**src/rtl/qbert_pkg.sv**
```systemverilog
// Shared types and pyramid geometry for the Q*bert jump sequencer.
package qbert_pkg;

  localparam int unsigned PYRAMID_ROWS = 7;
  localparam int unsigned DIR_W        = 3;
  localparam int unsigned POS_W        = 3;

  typedef enum logic [DIR_W-1:0] {
    DIR_NONE       = 3'b000,
    DIR_DOWN_RIGHT = 3'b001,
    DIR_DOWN_LEFT  = 3'b010,
    DIR_UP_RIGHT   = 3'b011,
    DIR_UP_LEFT    = 3'b100
  } qbert_dir_t;

  typedef enum logic [2:0] {
    ST_IDLE,
    ST_READY,
    ST_ISSUE,
    ST_WAIT_LOW,
    ST_WAIT_HIGH,
    ST_SETTLE,
    ST_OVER
  } move_state_t;

  typedef struct packed {
    logic             bad;
    logic [POS_W-1:0] row;
    logic [POS_W-1:0] col;
  } qbert_target_t;

  function automatic logic dir_is_legal(logic [DIR_W-1:0] code);
    return (code >= 3'd1) && (code <= 3'd4);
  endfunction

  // Target cube of a jump; signed 4-bit math so moves above the apex go negative.
  function automatic qbert_target_t calc_target(logic [POS_W-1:0] row,
                                                logic [POS_W-1:0] col,
                                                logic [DIR_W-1:0] dir,
                                                int unsigned      rows);
    logic signed [3:0] r;
    logic signed [3:0] c;
    logic signed [3:0] r_lim;
    qbert_target_t     t;
    r     = signed'({1'b0, row});
    c     = signed'({1'b0, col});
    r_lim = signed'(4'(rows));
    case (dir)
      DIR_DOWN_RIGHT: begin r = r + 4'sd1; c = c + 4'sd1; end
      DIR_DOWN_LEFT:  r = r + 4'sd1;
      DIR_UP_RIGHT:   r = r - 4'sd1;
      DIR_UP_LEFT:    begin r = r - 4'sd1; c = c - 4'sd1; end
      default:        ;
    endcase
    t.bad = (c < 4'sd0) || (c > r) || (r >= r_lim);
    t.row = r[POS_W-1:0];
    t.col = c[POS_W-1:0];
    return t;
  endfunction

endpackage

```
**src/rtl/qbert_cmd_fifo.sv**
```systemverilog
// Small synchronous FIFO buffering jump directions; flush wins over push/pop.
module qbert_cmd_fifo #(
  parameter int unsigned DEPTH = 4,
  parameter int unsigned WIDTH = 3
) (
  input  logic                     clk,
  input  logic                     reset,
  input  logic                     push,
  input  logic                     pop,
  input  logic                     flush,
  input  logic [WIDTH-1:0]         din,
  output logic [WIDTH-1:0]         head_c,
  output logic                     full,
  output logic                     empty,
  output logic [$clog2(DEPTH):0]   count_nxt_c
);

  localparam int unsigned PTR_W = $clog2(DEPTH);
  localparam int unsigned CNT_W = PTR_W + 1;

  logic [WIDTH-1:0] mem [DEPTH];
  logic [PTR_W-1:0] wr_ptr;
  logic [PTR_W-1:0] rd_ptr;
  logic [CNT_W-1:0] count;
  logic             do_push;
  logic             do_pop;

  assign do_push = push && !full && !flush;
  assign do_pop  = pop && !empty && !flush;
  assign head_c  = mem[rd_ptr];

  always_comb begin
    count_nxt_c = count;
    if (flush)
      count_nxt_c = '0;
    else if (do_push && !do_pop)
      count_nxt_c = count + CNT_W'(1);
    else if (do_pop && !do_push)
      count_nxt_c = count - CNT_W'(1);
  end

  always_ff @(posedge clk) begin
    if (reset) begin
      wr_ptr <= '0;
      rd_ptr <= '0;
      count  <= '0;
      full   <= 1'b0;
      empty  <= 1'b1;
    end else begin
      if (flush) begin
        wr_ptr <= '0;
        rd_ptr <= '0;
      end else begin
        if (do_push) wr_ptr <= wr_ptr + PTR_W'(1);
        if (do_pop)  rd_ptr <= rd_ptr + PTR_W'(1);
      end
      count <= count_nxt_c;
      full  <= (count_nxt_c == CNT_W'(DEPTH));
      empty <= (count_nxt_c == '0);
    end
  end

  // Storage needs no reset; pointers and count define validity.
  always_ff @(posedge clk) begin
    if (do_push) mem[wr_ptr] <= din;
  end

endmodule

```
**src/rtl/qbert_move_ctrl.sv**
```systemverilog
// Jump sequencer: queues NIOS jump requests, issues them to the layer one at a
// time, tracks Q*bert's cube position, lives and game-over.
module qbert_move_ctrl
  import qbert_pkg::*;
#(
  parameter int unsigned ROWS          = PYRAMID_ROWS,
  parameter int unsigned FIFO_DEPTH    = 4,
  parameter int unsigned SETTLE_CYCLES = 1024,
  parameter int unsigned MOVE_TIMEOUT  = 32'd16777216,
  parameter int unsigned LIVES         = 3
) (
  input  logic       clk,
  input  logic       reset,
  input  logic       nios_start_qbert,
  input  logic       cmd_valid,
  input  logic [2:0] cmd_dir,
  output logic       cmd_ready,
  input  logic       done_move,
  output logic       layer_start,
  output logic [2:0] qbert_jump,
  output logic       bad_jump,
  output logic [2:0] cube_row,
  output logic [2:0] cube_col,
  output logic       cube_visit,
  output logic [1:0] lives,
  output logic       game_over,
  output logic       busy
);

  localparam int unsigned CNT_W    = $clog2(FIFO_DEPTH) + 1;
  localparam int unsigned SETTLE_W = $clog2(SETTLE_CYCLES + 1);
  localparam int unsigned MOVE_W   = $clog2(MOVE_TIMEOUT + 1);

  move_state_t         state, state_nxt;
  logic [2:0]          qbert_jump_nxt;
  logic                bad_jump_nxt;
  logic [2:0]          tgt_row, tgt_row_nxt;
  logic [2:0]          tgt_col, tgt_col_nxt;
  logic [2:0]          cube_row_nxt, cube_col_nxt;
  logic                cube_visit_nxt;
  logic                layer_start_nxt;
  logic [1:0]          lives_nxt;
  logic                game_over_nxt;
  logic                busy_nxt;
  logic                cmd_ready_nxt;
  logic [SETTLE_W-1:0] settle_cnt, settle_cnt_nxt;
  logic [MOVE_W-1:0]   move_cnt, move_cnt_nxt;
  logic                lose_life;
  logic                move_expired;
  qbert_target_t       tgt;

  logic                fifo_push;
  logic                fifo_pop;
  logic                fifo_flush;
  logic [2:0]          fifo_head;
  logic                fifo_full;
  logic                fifo_empty;
  logic [CNT_W-1:0]    fifo_count_nxt;

  // Illegal direction codes are handshaken but silently dropped.
  assign fifo_push = cmd_valid && cmd_ready && !fifo_full && dir_is_legal(cmd_dir);

  qbert_cmd_fifo #(
    .DEPTH (FIFO_DEPTH),
    .WIDTH (3)
  ) u_cmd_fifo (
    .clk         (clk),
    .reset       (reset),
    .push        (fifo_push),
    .pop         (fifo_pop),
    .flush       (fifo_flush),
    .din         (cmd_dir),
    .head_c      (fifo_head),
    .full        (fifo_full),
    .empty       (fifo_empty),
    .count_nxt_c (fifo_count_nxt)
  );

  assign move_expired = (move_cnt == MOVE_W'(MOVE_TIMEOUT - 1));

  // Next-state and next-output logic; a start request overrides everything.
  always_comb begin
    state_nxt       = state;
    qbert_jump_nxt  = qbert_jump;
    bad_jump_nxt    = bad_jump;
    tgt_row_nxt     = tgt_row;
    tgt_col_nxt     = tgt_col;
    cube_row_nxt    = cube_row;
    cube_col_nxt    = cube_col;
    cube_visit_nxt  = 1'b0;
    layer_start_nxt = 1'b0;
    lives_nxt       = lives;
    game_over_nxt   = game_over;
    settle_cnt_nxt  = settle_cnt;
    move_cnt_nxt    = move_cnt;
    fifo_pop        = 1'b0;
    fifo_flush      = 1'b0;
    lose_life       = 1'b0;
    tgt             = calc_target(cube_row, cube_col, fifo_head, ROWS);

    if (nios_start_qbert) begin
      fifo_flush      = 1'b1;
      cube_row_nxt    = '0;
      cube_col_nxt    = '0;
      lives_nxt       = 2'(LIVES);
      game_over_nxt   = 1'b0;
      qbert_jump_nxt  = DIR_NONE;
      bad_jump_nxt    = 1'b0;
      layer_start_nxt = 1'b1;
      settle_cnt_nxt  = '0;
      move_cnt_nxt    = '0;
      state_nxt       = ST_READY;
    end else begin
      case (state)
        ST_READY: begin
          if (!fifo_empty) begin
            fifo_pop       = 1'b1;
            qbert_jump_nxt = fifo_head;
            bad_jump_nxt   = tgt.bad;
            tgt_row_nxt    = tgt.row;
            tgt_col_nxt    = tgt.col;
            state_nxt      = ST_ISSUE;
          end
        end
        ST_ISSUE: begin
          move_cnt_nxt = '0;
          state_nxt    = ST_WAIT_LOW;
        end
        ST_WAIT_LOW: begin
          if (!done_move) begin
            move_cnt_nxt = '0;
            state_nxt    = ST_WAIT_HIGH;
          end else if (move_expired) begin
            lose_life       = 1'b1;
            layer_start_nxt = 1'b1;
          end else begin
            move_cnt_nxt = move_cnt + MOVE_W'(1);
          end
        end
        ST_WAIT_HIGH: begin
          if (done_move) begin
            if (bad_jump) begin
              lose_life = 1'b1;
            end else begin
              qbert_jump_nxt = DIR_NONE;
              cube_row_nxt   = tgt_row;
              cube_col_nxt   = tgt_col;
              cube_visit_nxt = 1'b1;
              settle_cnt_nxt = '0;
              state_nxt      = ST_SETTLE;
            end
          end else if (move_expired) begin
            lose_life       = 1'b1;
            layer_start_nxt = 1'b1;
          end else begin
            move_cnt_nxt = move_cnt + MOVE_W'(1);
          end
        end
        ST_SETTLE: begin
          if (settle_cnt == SETTLE_W'(SETTLE_CYCLES - 1)) begin
            settle_cnt_nxt = '0;
            if (lives == '0) begin
              game_over_nxt = 1'b1;
              fifo_flush    = 1'b1;
              state_nxt     = ST_OVER;
            end else begin
              state_nxt = ST_READY;
            end
          end else begin
            settle_cnt_nxt = settle_cnt + SETTLE_W'(1);
          end
        end
        default: ;
      endcase

      // Bad landing and aborted move share the same penalty path.
      if (lose_life) begin
        qbert_jump_nxt = DIR_NONE;
        bad_jump_nxt   = 1'b0;
        cube_row_nxt   = '0;
        cube_col_nxt   = '0;
        if (lives != '0) lives_nxt = lives - 2'd1;
        settle_cnt_nxt = '0;
        state_nxt      = ST_SETTLE;
      end
    end

    busy_nxt      = (state_nxt == ST_ISSUE) || (state_nxt == ST_WAIT_LOW) ||
                    (state_nxt == ST_WAIT_HIGH) || (state_nxt == ST_SETTLE);
    cmd_ready_nxt = (fifo_count_nxt != CNT_W'(FIFO_DEPTH)) && (state_nxt != ST_OVER);
  end

  always_ff @(posedge clk) begin
    if (reset) begin
      state       <= ST_IDLE;
      qbert_jump  <= DIR_NONE;
      bad_jump    <= 1'b0;
      tgt_row     <= '0;
      tgt_col     <= '0;
      cube_row    <= '0;
      cube_col    <= '0;
      cube_visit  <= 1'b0;
      layer_start <= 1'b0;
      lives       <= 2'(LIVES);
      game_over   <= 1'b0;
      busy        <= 1'b0;
      cmd_ready   <= 1'b1;
      settle_cnt  <= '0;
      move_cnt    <= '0;
    end else begin
      state       <= state_nxt;
      qbert_jump  <= qbert_jump_nxt;
      bad_jump    <= bad_jump_nxt;
      tgt_row     <= tgt_row_nxt;
      tgt_col     <= tgt_col_nxt;
      cube_row    <= cube_row_nxt;
      cube_col    <= cube_col_nxt;
      cube_visit  <= cube_visit_nxt;
      layer_start <= layer_start_nxt;
      lives       <= lives_nxt;
      game_over   <= game_over_nxt;
      busy        <= busy_nxt;
      cmd_ready   <= cmd_ready_nxt;
      settle_cnt  <= settle_cnt_nxt;
      move_cnt    <= move_cnt_nxt;
    end
  end

endmodule

```
**config.mk**
```make
export PLATFORM = sky130hd
export DESIGN_NAME = qbert_move_ctrl
export DESIGN_NICKNAME = d
export VERILOG_FILES = /design/src/rtl/qbert_pkg.sv /design/src/rtl/qbert_cmd_fifo.sv /design/src/rtl/qbert_move_ctrl.sv
export SDC_FILE = /design/constraint.sdc
export NUM_CORES = 1
export LEC_CHECK = 0
export ABC_AREA = 1
export CAP_MARGIN = 20
export CORE_UTILIZATION = 45
export DETAILED_ROUTE_END_ITERATION = 10
export PLACE_DENSITY = 0.62
export SETUP_SLACK_MARGIN = 0.1
export SLEW_MARGIN = 5
export SYNTH_ARGS = -nofsm -noshare
export SYNTH_HDL_FRONTEND = slang
export SYNTH_SLANG_ARGS = --single-unit
```
**constraint.sdc**
```tcl
create_clock -name clk -period 5.5 [get_ports clk]
set_clock_uncertainty 0.05 [all_clocks]
set_input_delay 1.1 -clock clk [delete_from_list [all_inputs] [get_ports clk]]
set_output_delay 1.1 -clock clk [all_outputs]
set_load 0.005 [all_outputs]
```
# ---- Word-level counts from Yosys, hierarchy flattened
# Memory sizes are Yosys's and may differ from the RTL's. A register that Yosys moved wholly into a read port is not among the register bits.
# Index checks and enable logic that the tools add are counted.
dict set report word_totals {
  input_bits 8
  mem_bits_rw 12
  word_cells 152
  memories 1
  regBits 71
}
dict set report op_classes {
  addsub 11
  reduce_logical 41
  magnitude_cmp 5
  muxes 47
  bitwise 5
  n_eq_ne 22
}
# name words word_bits rd rd_clocked_by_memory_dff wr line_no
set memory_table {}
lappend memory_table {u_cmd_fifo.mem 4 3 1 1 1 qbert_cmd_fifo.sv:21} ;# logic [WIDTH-1:0] mem [DEPTH];
# cell n
set op_table {}
lappend op_table {{2-to-1 mux 25 bit} 3}
lappend op_table {{case mux 25 bit (3 select lines)} 1}
lappend op_table {{2-to-1 mux 3 bit} 14}
lappend op_table {{2-to-1 mux 11 bit} 3}
lappend op_table {{adder 25 x 1 -> 25 bit, second input constant} 1}
lappend op_table {{== test 25 x 24 -> 1 bit, second input constant} 1}
lappend op_table {{case mux 11 bit (2 select lines)} 1}
lappend op_table {{== test 3 x 2 -> 1 bit, second input constant} 6}
lappend op_table {{== test 3 bit, second input constant} 6}
lappend op_table {{2-to-1 mux 1 bit} 17}
lappend op_table {{case mux 4 bit (2 select lines)} 2}
lappend op_table {{case mux 3 bit (5 select lines)} 1}
lappend op_table {{AND reduction 3 bit} 4}
lappend op_table {{adder 11 x 1 -> 11 bit, second input constant} 1}
lappend op_table {{== test 11 x 10 -> 1 bit, second input constant} 1}
lappend op_table {{logical AND 1 bit} 11}
lappend op_table {{adder 3 x 1 -> 4 bit, second input constant} 2}
lappend op_table {{!= test 2 bit, second input constant} 4}
lappend op_table {{OR reduction 2 bit} 4}
lappend op_table {{subtractor 3 x 1 -> 4 bit, second input constant} 2}
lappend op_table {{== test 3 x 1 -> 1 bit, second input constant} 2}
lappend op_table {{!= test 3 bit, second input constant} 2}
lappend op_table {{case mux 3 bit (2 select lines)} 1}
lappend op_table {{AND reduction 2 bit} 3}
lappend op_table {{21 further kinds} 38}

# ---- Logic depth before layout (Yosys ltp)
dict set report logic_depth {
  word_depth 14
  mapped_depth 21
  depth_no_buf 20
}

# ---- Modules after synthesis
# Synthesis repeated with hierarchy kept, for this count alone.
dict set report hier_totals {
  hier_cells 619
  area_unflattened_um2 4550.6
}
# mod cells_per_inst area_per_inst_um2 instances
set modules_own_cells {}
lappend modules_own_cells {qbert_move_ctrl 500 3465.8 1}
lappend modules_own_cells {qbert_cmd_fifo 119 1084.8 1}

# ---- Worst setup path after synthesis
# Ideal clock, no wire load.
dict set report synth_timing {
  path_kind {register to register}
  startpoint {register with a tool-made name}
  endpoint {register bad_jump}
  path_slack_ns 2.857
  synth_period_minus_slack_ns 2.643
  t_arrival_ns 2.527
  required_ns 5.384
  setup_ns 0.066
  stages_incl_launch_ff 19
  path_cell_list {dfxtp_1 -> buf_4 -> inv_4 -> nand2_1 -> nand3_1 -> nand2_2 -> nand2_1 -> nor2_1 -> fa_1 -> mux2_2 -> ha_1 -> inv_1 -> o21bai_1 -> nand2_1 -> nand2_1 -> nand2_1 -> nand2_1 -> nand2_1 -> a21oi_2}
}
# element line_no
set synth_lines {}
lappend synth_lines {{end signal: assignment} qbert_move_ctrl.sv:213} ;# bad_jump <= bad_jump_nxt;
lappend synth_lines {{end: declaration} qbert_move_ctrl.sv:21} ;# output logic bad_jump,

# ---- Worst setup path after layout
dict set report layout_timing {
  startpoint {input port done_move}
  endpoint {register settle_cnt[4]}
}
dict set report layout_via {
  elab_chain_len 4
  word_cells_on_any_way 7
}
# element line_no
set layout_lines {}
lappend layout_lines {{start: declaration} qbert_move_ctrl.sv:18} ;# input logic done_move,
lappend layout_lines {{2-to-1 mux 1 bit, on equally long branches} {qbert_move_ctrl.sv:141, qbert_move_ctrl.sv:130}}
lappend layout_lines {{case mux 1 bit (2 select lines)} qbert_move_ctrl.sv:114} ;# case (state)
lappend layout_lines {{2-to-1 mux 1 bit} qbert_move_ctrl.sv:101} ;# if (nios_start_qbert) begin
lappend layout_lines {{OR reduction 3 bit (no source line)} n/a}
lappend layout_lines {{end signal: assignment} qbert_move_ctrl.sv:224} ;# settle_cnt <= settle_cnt_nxt;
lappend layout_lines {{end: declaration} qbert_move_ctrl.sv:46} ;# logic [SETTLE_W-1:0] settle_cnt, settle_cnt_nxt;
# Parallel ways exist; a longest one is shown, timed or not. The select of a mux whose other input is x is not followed.
# A chain may end at the register's enable or synchronous reset.

==> run metrics <==
routed len/inst=between 10 and 15 um; busiest grt layer=met2; Post-Route WL=about 9700 um; Core ar.=~0.0098 mm^2; worst slew pin tran=~830 ps; vias in the first global route=between 3000 and 4000; RePlAce Congestion=0.862; Maximum Capacitance Violations=0; DR iter-0 viols=200; Post-synth EDFFs=12; io pins=25; DR vias/cell=5.05; TritonRoute pass-1 iters=6; Sink Count=85; Reg clk slew, reported paths=90 ps; post-CTS sizing=0; total gr overflow=0; cell chain of the critical path=clkdlybuf4s50_1, inv_1, nor3_2, nor2_2, inv_1, nand2_1, nor2_1, a21oi_1, a211oi_1; Worst Path Max Fanout=12; num rows=36; full die area=~0.011 mm^2; setup tns final=0 ps; distinct cell type count after synthesis=between 50 and 60; slowest stage cell on the critical path=nor3_2; pin count of the biggest net entering global routing=19; port buffer count=24; Final Max Tran Viols=0; CP Capture Type=flop; Clock Tree Root=clkbuf_8; share of synthesized registers carrying an async set or reset=0; register area share after synthesis=0.398; GR Util met1=0.263; Data arrival, critical path=roughly 3400 ps; PD cells=approximately 230 mW/mm^2; Longest Clk Path Bufs=2; Synth Instances=~600; Min Hold Slack=403 ps; first-pass GRT wire length=around 16000 um; period utilization=0.569; critical path required time=5730 ps; commonest non-fill, non-tap cell in the layout=nand2_1; Main synth FF type=dfxtp_1; Mean Syn Cell Area=~7.5 um^2; grt met2 use=0.320; initial antenna violation count=0; layout cells sized above 1=0.117; vias after detailed routing=3905; area added between synthesis and finish=12.6%; Syn Nets=between 600 and 700; CTS tree=built; shortest period the worst path allows=approximately 3100 ps; CTS Buf Count=9; Fin. Hold Viols=0; Syn Std Cell Area=approximately 0.0046 mm^2; Setup WS pre-CTS=1640 ps; # DRC=0; unrepaired setup endpoints after global routing=no; fin cells=774; Startpoint Class=input port; NumNets Final=between 600 and 700; die height=roughly 100 um; Antenna Diode Count=0; Static Leak=around 2.1 nW; H-Tree Depth=3; clk_lat worst skew=approximately 350 ps; Critical Path Most Common Cell=inv_1; Hold Path Class=flop to flop; Util after Layout=0.524; Peak VDD IR=0.0950 mV; most frequent cells in the layout=129 x nand2_1, 78 x inv_1, 73 x dfxtp_1; relative slew slack=0.445; WS Path Type=input port to flop; status=complete, no violations; Post-DP HPWL=about 7400 um; total track usage=0.194; Synth Warn #=0; Final setup viols=0; Initial Utilization=0.466; cell count after placement=between 700 and 800; PnR worst setup slack=about 2400 ps; flops & latches, synth=85; post-route ant nets=0; buffer count from post-CTS setup fixing=0; largest incremental delay on the critical path=680 ps; max frequency=approximately 320 MHz; hold buffers post-CTS=0; met3 Use GR=0.0292; DIE WIDTH=~100 um
registers in the layout, summed over array words and instances (netlist names), 2 cells and up, named ones only:
name / count
u_cmd_fifo.mem: 12
u_cmd_fifo.wr_ptr: 2
qbert_jump: 3
cube_col: 3
settle_cnt: 11
state: 3
lives: 2
u_cmd_fifo.count: 3
tgt_row: 3
tgt_col: 3
cube_row: 3
move_cnt: 25
u_cmd_fifo.rd_ptr: 2
worst paths after layout:
check                from       endpoint  slack (ps)  cells after the start
min          move_cnt[24]   move_cnt[24]         400                      2
min reg2reg  move_cnt[24]   move_cnt[24]         400                      2
max             done_move  settle_cnt[4]        2370                      9
max reg2reg          flop       bad_jump        2450                     17
Yosys cell counts, types with 3 or more instances:
cell type  instances  area [um^2]
a31oi_1            4         25.0
nand2_2           14         87.6
o21ai_0           26          130
nor3_2             7         70.1
buf_2              3         15.0
nor3_1            10         50.1
o21ai_1            4         20.0
inv_2              7         26.3
a211oi_1           3         22.5
nor2_2             5         31.3
inv_1             78          293
dfxtp_1           73         1460
nand4_1           11         68.8
xor2_1            12          105
nor2_4             4         45.0
nand3_2            6         60.1
nand3_1           34          170
edfxtp_1          12          360
ha_1              16          200
a21oi_1           36          180
o211ai_1           4         30.0
nand2_1          129          484
nor2_1            68          255
o21a_1             3         22.5
cell families (layout without fill, tap and decap cells):
family / Yosys count / count (layout) / share of synthesized area
simple gates: 304 / 304 / 0.322
xor+xnor: 13 / 13 / 0.0249
compound gates: 93 / 93 / 0.119
flops: 85 / 85 / 0.398
buf+inv: 93 / 127 / 0.0810
fa+ha+maj: 18 / 18 / 0.0525
mux: 1 / 1 / 0.00246
final cells by class:
| class | count | area [um^2] |
|---|---|---|
| well taps | 133 | 166 |
| fillers | 980 | 4670 |
| repair buffers | 25 | 248 |
| flip-flops and latches | 85 | 1820 |
| clock inverters | 5 | 60.1 |
| inverters | 86 | 325 |
| clock buffers | 11 | 145 |
| multi-input cells | 429 | 2380 |
per-layer routing:
metal	share of wire	wire, um
met2	0.45	4390
met3	0.035	341
met5	0	0
met4	0.012	115
met1	0.50	4850
worst max-delay path: cells and delay by family:
family                 cells  cell delay (ps)
AOI/OAI and AO/OA          2              270
buffers and inverters      3              900
and+or+nand+nor            4             1080
through the flow:
stage / cell area [um^2] / total power, W
finish: 5150 / 0.00119
global route: 5150 / 0.00124
CTS: 5140 / 0.00120
detailed placement: 4940 / 0.000750
global placement: 4940 / 0.000747
floorplan: 4570 / 0.000723
where the power goes:
part	internal, W	total, W	switching, W
Clock	0.000228	0.000453	0.000224
Combinational	0.0000339	0.0000942	0.0000603
Sequential	0.000636	0.000642	0.00000614
Total	0.000898	0.00119	0.000291
Note: power is estimated with default switching activity, not from simulation.
